## src/rtl/fetch_unit.sv

```systemverilog
// Instruction-fetch stage: PC, one 16-byte line buffer and a line-fill FSM
// feeding the IF/ID register; accepts branch and trap redirects.
module fetch_unit #(
  parameter logic [31:0] RESET_PC  = 32'h0000_1000,
  parameter logic [31:0] MEM_LIMIT = 32'h0001_0000,
  parameter logic [31:0] NOP_INSN  = 32'h0000_0013
) (
  input  logic         clk,
  input  logic         reset,
  input  logic         in_IFID_write_disable,
  input  logic         in_d_cache_stall,
  input  logic         in_branch_taken,
  input  logic [31:0]  in_branch_target,
  input  logic         in_exception_redirect,
  input  logic [31:0]  in_exception_target,
  output logic         mem_req,
  output logic [31:0]  mem_addr,
  input  logic         mem_ready,
  input  logic [127:0] mem_data,
  output logic [31:0]  out_instruction,
  output logic [31:0]  out_PC,
  output logic [3:0]   out_complete_idx,
  output logic [2:0]   out_exception_vector,
  output logic         out_i_cache_stall
);

  typedef enum logic {S_IDLE, S_MISS} state_t;

  state_t         r_state, w_state_nxt;
  logic [31:0]    r_pc, w_pc_nxt;
  logic [31:0]    r_miss_addr;
  logic           r_buf_valid;
  logic [27:0]    r_tag;
  logic [127:0]   r_line;
  logic [3:0]     r_idx;

  logic           w_hit, w_fault, w_stall, w_fill, w_start_miss;
  logic           w_hold, w_redirect, w_deliver;
  logic [2:0]     w_vec;
  logic [31:0]    w_insn, w_word;

  assign w_vec      = {1'b0, r_pc >= MEM_LIMIT, r_pc[1:0] != 2'b00};
  assign w_fault    = |w_vec;
  assign w_hit      = r_buf_valid && (r_tag == r_pc[31:4]);
  assign w_word     = r_line[{r_pc[3:2], 5'd0} +: 32];
  assign w_redirect = in_exception_redirect | in_branch_taken;
  assign w_hold     = in_IFID_write_disable | in_d_cache_stall;

  always_comb begin
    w_state_nxt  = r_state;
    w_stall      = 1'b1;
    w_insn       = '0;
    w_fill       = 1'b0;
    w_start_miss = 1'b0;
    case (r_state)
      S_IDLE: begin
        if (w_fault) begin
          w_stall = 1'b0;
          w_insn  = NOP_INSN;
        end else if (w_hit) begin
          w_stall = 1'b0;
          w_insn  = w_word;
        end else begin
          w_start_miss = 1'b1;
          w_state_nxt  = S_MISS;
        end
      end
      S_MISS: begin
        if (mem_ready) begin
          w_fill      = 1'b1;
          w_state_nxt = S_IDLE;
        end
      end
    endcase
  end

  // Redirects move the PC even mid-fill; the fill still lands on r_miss_addr.
  always_comb begin
    w_pc_nxt = r_pc;
    if (in_exception_redirect)
      w_pc_nxt = in_exception_target;
    else if (in_branch_taken)
      w_pc_nxt = in_branch_target;
    else if (!w_hold && !w_stall)
      w_pc_nxt = r_pc + 32'd4;
  end

  assign w_deliver = !w_stall && !w_hold && !w_redirect;

  always_ff @(posedge clk) begin
    if (!reset) begin
      r_state     <= S_IDLE;
      r_pc        <= RESET_PC;
      r_miss_addr <= '0;
      r_buf_valid <= 1'b0;
      r_tag       <= '0;
      r_line      <= '0;
      r_idx       <= '0;
    end else begin
      r_state <= w_state_nxt;
      r_pc    <= w_pc_nxt;
      if (w_start_miss)
        r_miss_addr <= {r_pc[31:4], 4'h0};
      if (w_fill) begin
        r_line      <= mem_data;
        r_tag       <= r_miss_addr[31:4];
        r_buf_valid <= 1'b1;
      end
      if (w_deliver)
        r_idx <= r_idx + 4'd1;
    end
  end

  assign mem_req              = reset && (r_state == S_MISS);
  assign mem_addr             = !reset ? '0 :
                                (r_state == S_MISS) ? r_miss_addr : {r_pc[31:4], 4'h0};
  assign out_instruction      = reset ? w_insn : '0;
  assign out_PC               = reset ? r_pc : '0;
  assign out_complete_idx     = reset ? r_idx : '0;
  assign out_exception_vector = (reset && r_state == S_IDLE) ? w_vec : '0;
  assign out_i_cache_stall    = reset && w_stall;

endmodule

```

## config.mk

```make
export PLATFORM = sky130hd
export DESIGN_NAME = fetch_unit
export DESIGN_NICKNAME = d
export VERILOG_FILES = /design/src/rtl/fetch_unit.sv
export SDC_FILE = /design/constraint.sdc
export NUM_CORES = 1
export LEC_CHECK = 0
export CAP_MARGIN = 15
export CORE_UTILIZATION = 37
export DETAILED_ROUTE_END_ITERATION = 7
export PLACE_DENSITY = 0.72
export SKIP_CTS_REPAIR_TIMING = 1
export SYNTH_ARGS = -nofsm -noshare
export SYNTH_HDL_FRONTEND = slang
export SYNTH_SLANG_ARGS = --single-unit
```

## constraint.sdc

```tcl
create_clock -name clk -period 7 [get_ports clk]
set_input_delay 1.05 -clock clk [delete_from_list [all_inputs] [get_ports clk]]
set_output_delay 1.05 -clock clk [all_outputs]
set_load 0.05 [all_outputs]
```

==> impl_metrics.py, run 1 <==
metrics = {
    "outcome": {
        "status": "finished clean",
    },
    "logic_synthesis": {
        "synth_edf_count": 0,
        "ys_top_cells_by_area": "sky130_fd_sc_hd__dfxtp_1 (41%), sky130_fd_sc_hd__nand2_1 (12%), sky130_fd_sc_hd__a21oi_1 (8.5%)",
        "simple_gate_fraction_of_synth_area_pct": 24.7,
        "synth.cell_area_um2": 10700,
        "most_frequently_used_flop_master_after_synthesis": "sky130_fd_sc_hd__dfxtp_1",
        "average_size_of_a_mapped_cell_um2": 7.99,
        "postSynthCellCount": 1342,
        "yosysTopAreaCellShare_pct": 41.4,
        "synth_xor_xnor_area_share_pct": 3.84,
        "synth_fa_ha_area_share_pct": 0.350,
        "combinational_family_with_the_most_area_after_synthesis": "simple AND/OR/NAND/NOR gates",
        "synth_register_bits": 222,
        "synthDistinctLibCells": 60,
        "synth_largest_area_cell": "sky130_fd_sc_hd__dfxtp_1",
        "postSynth.asyncResetShare_pct": 0,
        "synth_warnings": 0,
        "synth.area.mux_share_pct": 11.4,
        "synth_compound_area_share_pct": 13.2,
        "synth_seq_area_share_pct": 41.4,
    },
    "sta": {
        "timing.final.setup_violations": 0,
        "fin_ws_ps": 2130,
        "finalHoldViolations": 0,
        "drv_slew": 0,
        "timing.slew.headroom_pct": 20.8,
        "post-route-period-util_pct": 69.5,
        "transition_at_the_pin_with_the_smallest_max_transition_slack_ps": 1190,
        "timing.clock.skew_ps": 8.52,
        "setup_repair_after_global_routing_missed_its_margin": "no",
        "fin_crit_ps": 4870,
        "finalSetupTns_ps": 0,
        "achievable-frequency_ghz": 0.205,
    },
    "floorplan": {
        "initial_utilization_pct": 38.1,
        "chipWidth_um": 172,
        "coreArea_um2": 28200,
        "design.portCount": 304,
        "chipHeight_um": 172,
        "std_cell_rows": 61,
        "die_area_um2": 29700,
    },
    "clocking": {
        "cts-root-buf": "sky130_fd_sc_hd__clkbuf_16",
        "clock-sinks": 222,
        "clkLatencyLatePin_ps": 510,
        "htree_num_levels": 1,
        "clkTransAtPathRegs_ps": 60,
        "clock_path_buffers": 3,
        "number_of_buffers_inserted_during_clock_tree_synthesis": 25,
        "tritoncts": "done",
    },
    "grt": {
        "via_count_of_the_first_global_routing_pass": 9559,
        "grt_remaining_overflow": 0,
        "grt_first_pass_wirelength_mm": 51.8,
        "antenna_found_initial": 0,
        "groute.usage.overall_pct": 22.3,
        "maximum_number_of_pins_on_one_net_before_global_route_repair": 118,
    },
    "finish": {
        "mostFrequentLayoutCell": "sky130_fd_sc_hd__nand2_1",
        "fraction_of_layout_instances_using_a_drive_strength_above_1_pct": 6.21,
        "final_net_count": 1762,
        "syn2layout_area_growth_pct": 36.4,
        "fill_cells": 2643,
        "layout_common_cells": "sky130_fd_sc_hd__nand2_1 (353), sky130_fd_sc_hd__clkdlybuf4s50_1 (297), sky130_fd_sc_hd__dfxtp_1 (219)",
    },
    "power": {
        "leakagePower_uw": 0.00478,
        "power.density_cell_area_nw_per_um2": 212,
        "irDropWorstVdd_v": 0.000143,
        "p_total_uw": 3100,
    },
    "hold_path": {
        "min_delay_path_depth": 2,
        "hold_path.class": "reg -> reg",
    },
    "worst_setup_path": {
        "worst-endpoint-arrival_ps": 3820,
        "critical_path.max_stage_delay_ps": 820,
        "cp-start-kind": "flip-flop",
        "cell_type_of_the_slowest_stage_on_the_worst_timing_path": "sky130_fd_sc_hd__clkdlybuf4s50_1",
        "crit_fanout": 12,
        "r2r_slack_ps": 3850,
        "critPathTopFamily": "simple AND/OR/NAND/NOR gates",
        "worstPathCellList": "xnor2_1 -> nand4_1 -> nor4_2 -> a21oi_4 -> nor2_1 -> nand2_1 -> nor2_1 -> clkdlybuf4s50_1",
        "crit_required_ps": 5950,
        "worst-r2r-cell-count": 7,
        "crit_buf_inv": 1,
        "worst_path_most_repeated_cell": "sky130_fd_sc_hd__nor2_1",
        "total_number_of_cells_along_the_worst_setup_path": 8,
        "critPathCaptureType": "output pin",
        "critPathKind": "reg -> out",
    },
    "placement": {
        "numPortBuffers": 298,
        "setup_ws_pre_cts_ps": 2540,
        "finalWeightedCongestion": 0.868,
        "detailedPlacementHpwl_mm": 23.6,
    },
    "routing": {
        "drc": 0,
        "detailroute.via_count": 10100,
        "postRouteAntennaNets": 0,
        "dr_iter_0_viols": 629,
        "detailedRoute.firstPassIterationCount": 5,
        "wirelength_mm": 34.1,
        "wl_per_cell_um": 17.4,
        "vias_per_cell": 5.15,
    },
    "flow_run": {
        "max-cap-violations": 0,
    },
}
-- layer usage --
metal / track usage, % / vias up / wire length (µm)
li1: - / 4937 / -
met1: 28.3 / 4761 / 14500
met2: 37.1 / 311 / 16200
met3: 3.59 / 70 / 1960
met4: 10.1 / 0 / 1360
met5: 0 / - / 0
-- worst register-to-register path: cells and delay by family, from the launching register on --
family,cells,cell delay (ps)
simple gates,6,2290
flops,1,450
compound gates,1,310
-- path summary, 6_finish.rpt --
check | start | end
worst max register to register | r_pc[26]$_SDFFE_PN0P_ | r_miss_addr[25]$_SDFFE_PN0P_
worst max-delay path | r_pc[26]$_SDFFE_PN0P_ | out_instruction[0]
worst min register to register | r_line[51]$_SDFFE_PN0P_ | r_line[51]$_SDFFE_PN0P_
worst min-delay path | r_line[51]$_SDFFE_PN0P_ | r_line[51]$_SDFFE_PN0P_
-- cells in the mapped netlist (all sizes together) (2+ instances only) --
cell type / n
a211oi: 8
a21oi: 184
a221o: 2
a311oi: 2
a31oi: 4
a32oi: 2
and2: 54
and3: 3
and4: 3
buf: 38
clkbuf: 85
dfxtp: 222
ha: 3
inv: 6
mux2i: 50
mux4: 32
nand2: 354
nand2b: 2
nand3: 17
nand4: 14
nor2: 98
nor2b: 30
nor3: 9
nor4: 10
nor4b: 2
o211ai: 4
o21ai: 27
o21bai: 3
o22ai: 3
o311ai: 2
or2: 2
or3: 2
or4: 2
xnor2: 40
xor2: 7
-- power breakdown --
part           leakage (µW)  internal, µW  total, µW  switching, µW
Combinational       0.00258           210        449            239
Sequential          0.00180          1290       1350           56.5
Clock              0.000402           787       1300            515
Total               0.00478          2290       3100            811
-- state kept, by name (all words and copies together) (netlist names) --
name and count:
r_buf_valid 1, r_idx 4, r_line 128, r_miss_addr 28, r_pc 32, r_state 1, r_tag 28
-- stage by stage --
step / area, µm² / cells / hold WS, ps / utilization (%)
detailed placement: 13800 / 1910 / 444 / 48.9
floorplan: 10700 / 1346 / 433 / -
finish: 14600 / 1957 / 451 / 52.0
global route: 14600 / 1955 / 465 / 51.9
global placement: 13800 / 1910 / 439 / 48.9
CTS: 14600 / 1954 / 451 / 51.8
-- final cells by class --
| cell class | count | area [µm²] | share of cell area (%) |
|---|---|---|---|
| clock buffer | 40 | 772 | 5.28 |
| clock inverter | 4 | 51.3 | 0.351 |
| inverter | 7 | 31.3 | 0.214 |
| multi-input combinational | 994 | 5760 | 39.4 |
| sequential | 222 | 4450 | 30.4 |
| antenna | 2 | 5.00 | 0.0342 |
| tap | 378 | 473 | 3.23 |
| timing repair buffer | 310 | 3090 | 21.1 |
-- cell families after synthesis --
group	after synthesis
AND/OR/NAND/NOR	603
buffers and inverters	130
other	1
multiplexers	82
adder cells (fa/ha/maj)	3
flip-flops	222
XOR/XNOR	47
AO/OA/AOI/OAI	254
Power figures use the tool's default switching activity.
==> inputs of run 2 (changes only) <==
==> constraint.sdc (replaced) <==
create_clock -name clk -period 4.55 [get_ports clk]
set_input_delay 0.6825 -clock clk [delete_from_list [all_inputs] [get_ports clk]]
set_output_delay 0.6825 -clock clk [all_outputs]
set_load 0.05 [all_outputs]
==> run 2 against run 1 <==
  * Hold slack improved by 1.3 ps
  * Critical endpoint is now out_instruction[4]
  * Sequential cell count unchanged
  * Final cell count grew 0.10%
  * Clock skew is 20 ps higher
  * Non-clock buffer count up 1
  * Via count rose by 0.41%
  * Highest routed layer unchanged
  * Total power up 56%
  * Sequential power grew 53%
==> impl_metrics.py, run 2 (synthesized netlist as in run 1, its figures left out) <==
metrics = {
    "outcome": {
        "status": "finished clean",
    },
    "placement": {
        "numPortBuffers": 298,
        "setup_ws_pre_cts_ps": 1050,
        "dp.cells": 1912,
        "detailedPlacementHpwl_mm": 24.8,
        "finalWeightedCongestion": 0.892,
    },
    "clocking": {
        "clkTransAtPathRegs_ps": 60,
        "clock_path_buffers": 3,
        "htree_num_levels": 1,
        "tritoncts": "done",
        "clkLatencyLatePin_ps": 540,
        "number_of_buffers_inserted_during_clock_tree_synthesis": 25,
        "clock-sinks": 222,
        "cts-root-buf": "sky130_fd_sc_hd__clkbuf_16",
    },
    "finish": {
        "instances_no_fill": 1959,
        "final_net_count": 1763,
        "layout_common_cells": "sky130_fd_sc_hd__nand2_1 (353), sky130_fd_sc_hd__clkdlybuf4s50_1 (235), sky130_fd_sc_hd__dfxtp_1 (219)",
        "fraction_of_layout_instances_using_a_drive_strength_above_1_pct": 10.4,
        "mostFrequentLayoutCell": "sky130_fd_sc_hd__nand2_1",
        "largest_register_ff_count": 128,
        "finalCoreUtilization_pct": 53.7,
        "fill_cells": 2576,
        "syn2layout_area_growth_pct": 40.9,
        "biggestRegsByFlops": "r_line x128, r_pc x32",
        "largest-register": "r_line",
    },
    "power": {
        "net-switching-power_uw": 1310,
        "cell_internal_pwr_uw": 3520,
        "share_seq_of_total_power_pct": 42.7,
        "leakagePower_uw": 0.00506,
        "share_comb_of_total_power_pct": 14.9,
        "power.density_cell_area_nw_per_um2": 319,
        "irDropWorstVdd_v": 0.000178,
        "power.switching_fraction_pct": 27.1,
        "clock_power_share_pct": 42.3,
    },
    "worst_setup_path": {
        "critical_path.max_stage_delay_ps": 810,
        "crit_required_ps": 3870,
        "crit_fanout": 12,
        "r2r_slack_ps": 1460,
        "cp-start-kind": "flip-flop",
        "worst-endpoint-arrival_ps": 3410,
        "critPathCaptureType": "output pin",
        "critPathKind": "reg -> out",
        "cell_type_of_the_slowest_stage_on_the_worst_timing_path": "sky130_fd_sc_hd__clkdlybuf4s50_1",
        "worst_path_most_repeated_cell": "sky130_fd_sc_hd__nor2_1",
        "crit_buf_inv": 1,
        "critPathTopFamily": "simple AND/OR/NAND/NOR gates",
        "worstPathCellList": "xnor2_1 -> nand4_1 -> nor4_2 -> a21oi_4 -> nor2_1 -> nand2_1 -> nor2_1 -> clkdlybuf4s50_1",
    },
    "sta": {
        "post-route-period-util_pct": 90.0,
        "timing.clock.skew_ps": 28.7,
        "drv_slew": 0,
        "achievable-frequency_ghz": 0.244,
        "fin_crit_ps": 4090,
        "timing.slew.headroom_pct": 36.9,
        "transition_at_the_pin_with_the_smallest_max_transition_slack_ps": 947,
        "finalSetupTns_ps": 0,
        "finalHoldViolations": 0,
        "setup_repair_after_global_routing_missed_its_margin": "no",
        "holdWs_ps": 452,
        "fin_ws_ps": 457,
        "timing.final.setup_violations": 0,
    },
    "routing": {
        "detailroute.via_count": 10100,
        "postRouteAntennaNets": 0,
        "wl_per_cell_um": 17.9,
        "detailedRoute.firstPassIterationCount": 5,
        "vias_per_cell": 5.17,
        "wirelength_mm": 35.1,
        "dr_iter_0_viols": 752,
        "drc": 0,
    },
    "floorplan": {
        "chipWidth_um": 172,
        "design.portCount": 304,
        "coreArea_um2": 28200,
        "initial_utilization_pct": 38.1,
        "std_cell_rows": 61,
        "chipHeight_um": 172,
        "die_area_um2": 29700,
    },
    "flow_run": {
        "max-cap-violations": 0,
    },
    "grt": {
        "grt_remaining_overflow": 0,
        "grt_first_pass_wirelength_mm": 53.1,
        "via_count_of_the_first_global_routing_pass": 9714,
        "antenna_found_initial": 2,
        "maximum_number_of_pins_on_one_net_before_global_route_repair": 106,
        "groute.usage.overall_pct": 22.8,
    },
    "hold_path": {
        "hold_path.class": "reg -> reg",
    },
}
run 2: per-stage QoR:
step / total power (µW) / area (µm²)
6_report: 4820 / 15100
3_5_place_dp: 2820 / 14300
3_3_place_gp: 2820 / 14300
5_1_grt: 4990 / 15100
2_1_floorplan: 2470 / 10700
4_1_cts: 4850 / 15100
run 2: power by group through the flow:
stage	clock network, µW	logic, µW	registers (µW)
after CTS	2070	721	2060
after global placement	0	718	2100
after global routing	2160	763	2060
after detailed placement	0	718	2100
after floorplan	0	428	2040
final	2040	720	2060
run 2: routing by layer:
layer,vias up,track usage (%),part of all wire [%]
li1,4928,-,-
met5,-,0,0
met2,356,38.6,48
met4,0,8.35,3.0
met3,65,3.62,6.1
met1,4771,29.3,43
run 2: tightest hold or removal path: stages, from the launching register on:
cell                      delay, ps
sky130_fd_sc_hd__dfxtp_1        300
sky130_fd_sc_hd__nand2_1         50
sky130_fd_sc_hd__a21oi_1         50
run 2: final cells by class:
| cell class | count | area [µm²] | area share (%) |
|---|---|---|---|
| multi-input cells | 994 | 5760 | 38.1 |
| flip-flops and latches | 222 | 4450 | 29.4 |
| repair buffers | 311 | 3560 | 23.5 |
| clock buffers | 32 | 692 | 4.58 |
| well taps | 378 | 473 | 3.13 |
| clock inverters | 12 | 139 | 0.919 |
| inverters | 7 | 31.3 | 0.207 |
| diodes | 3 | 7.51 | 0.0497 |
run 2: final timing paths:
path / cells after the start / to / from
worst min-delay path: 2 / r_line[57]$_SDFFE_PN0P_ / r_line[57]$_SDFFE_PN0P_
worst max register to register: 7 / r_miss_addr[31]$_SDFFE_PN0P_ / r_pc[26]$_SDFFE_PN0P_
worst max-delay path: 8 / out_instruction[4] / r_pc[26]$_SDFFE_PN0P_
worst min register to register: 2 / r_line[57]$_SDFFE_PN0P_ / r_line[57]$_SDFFE_PN0P_
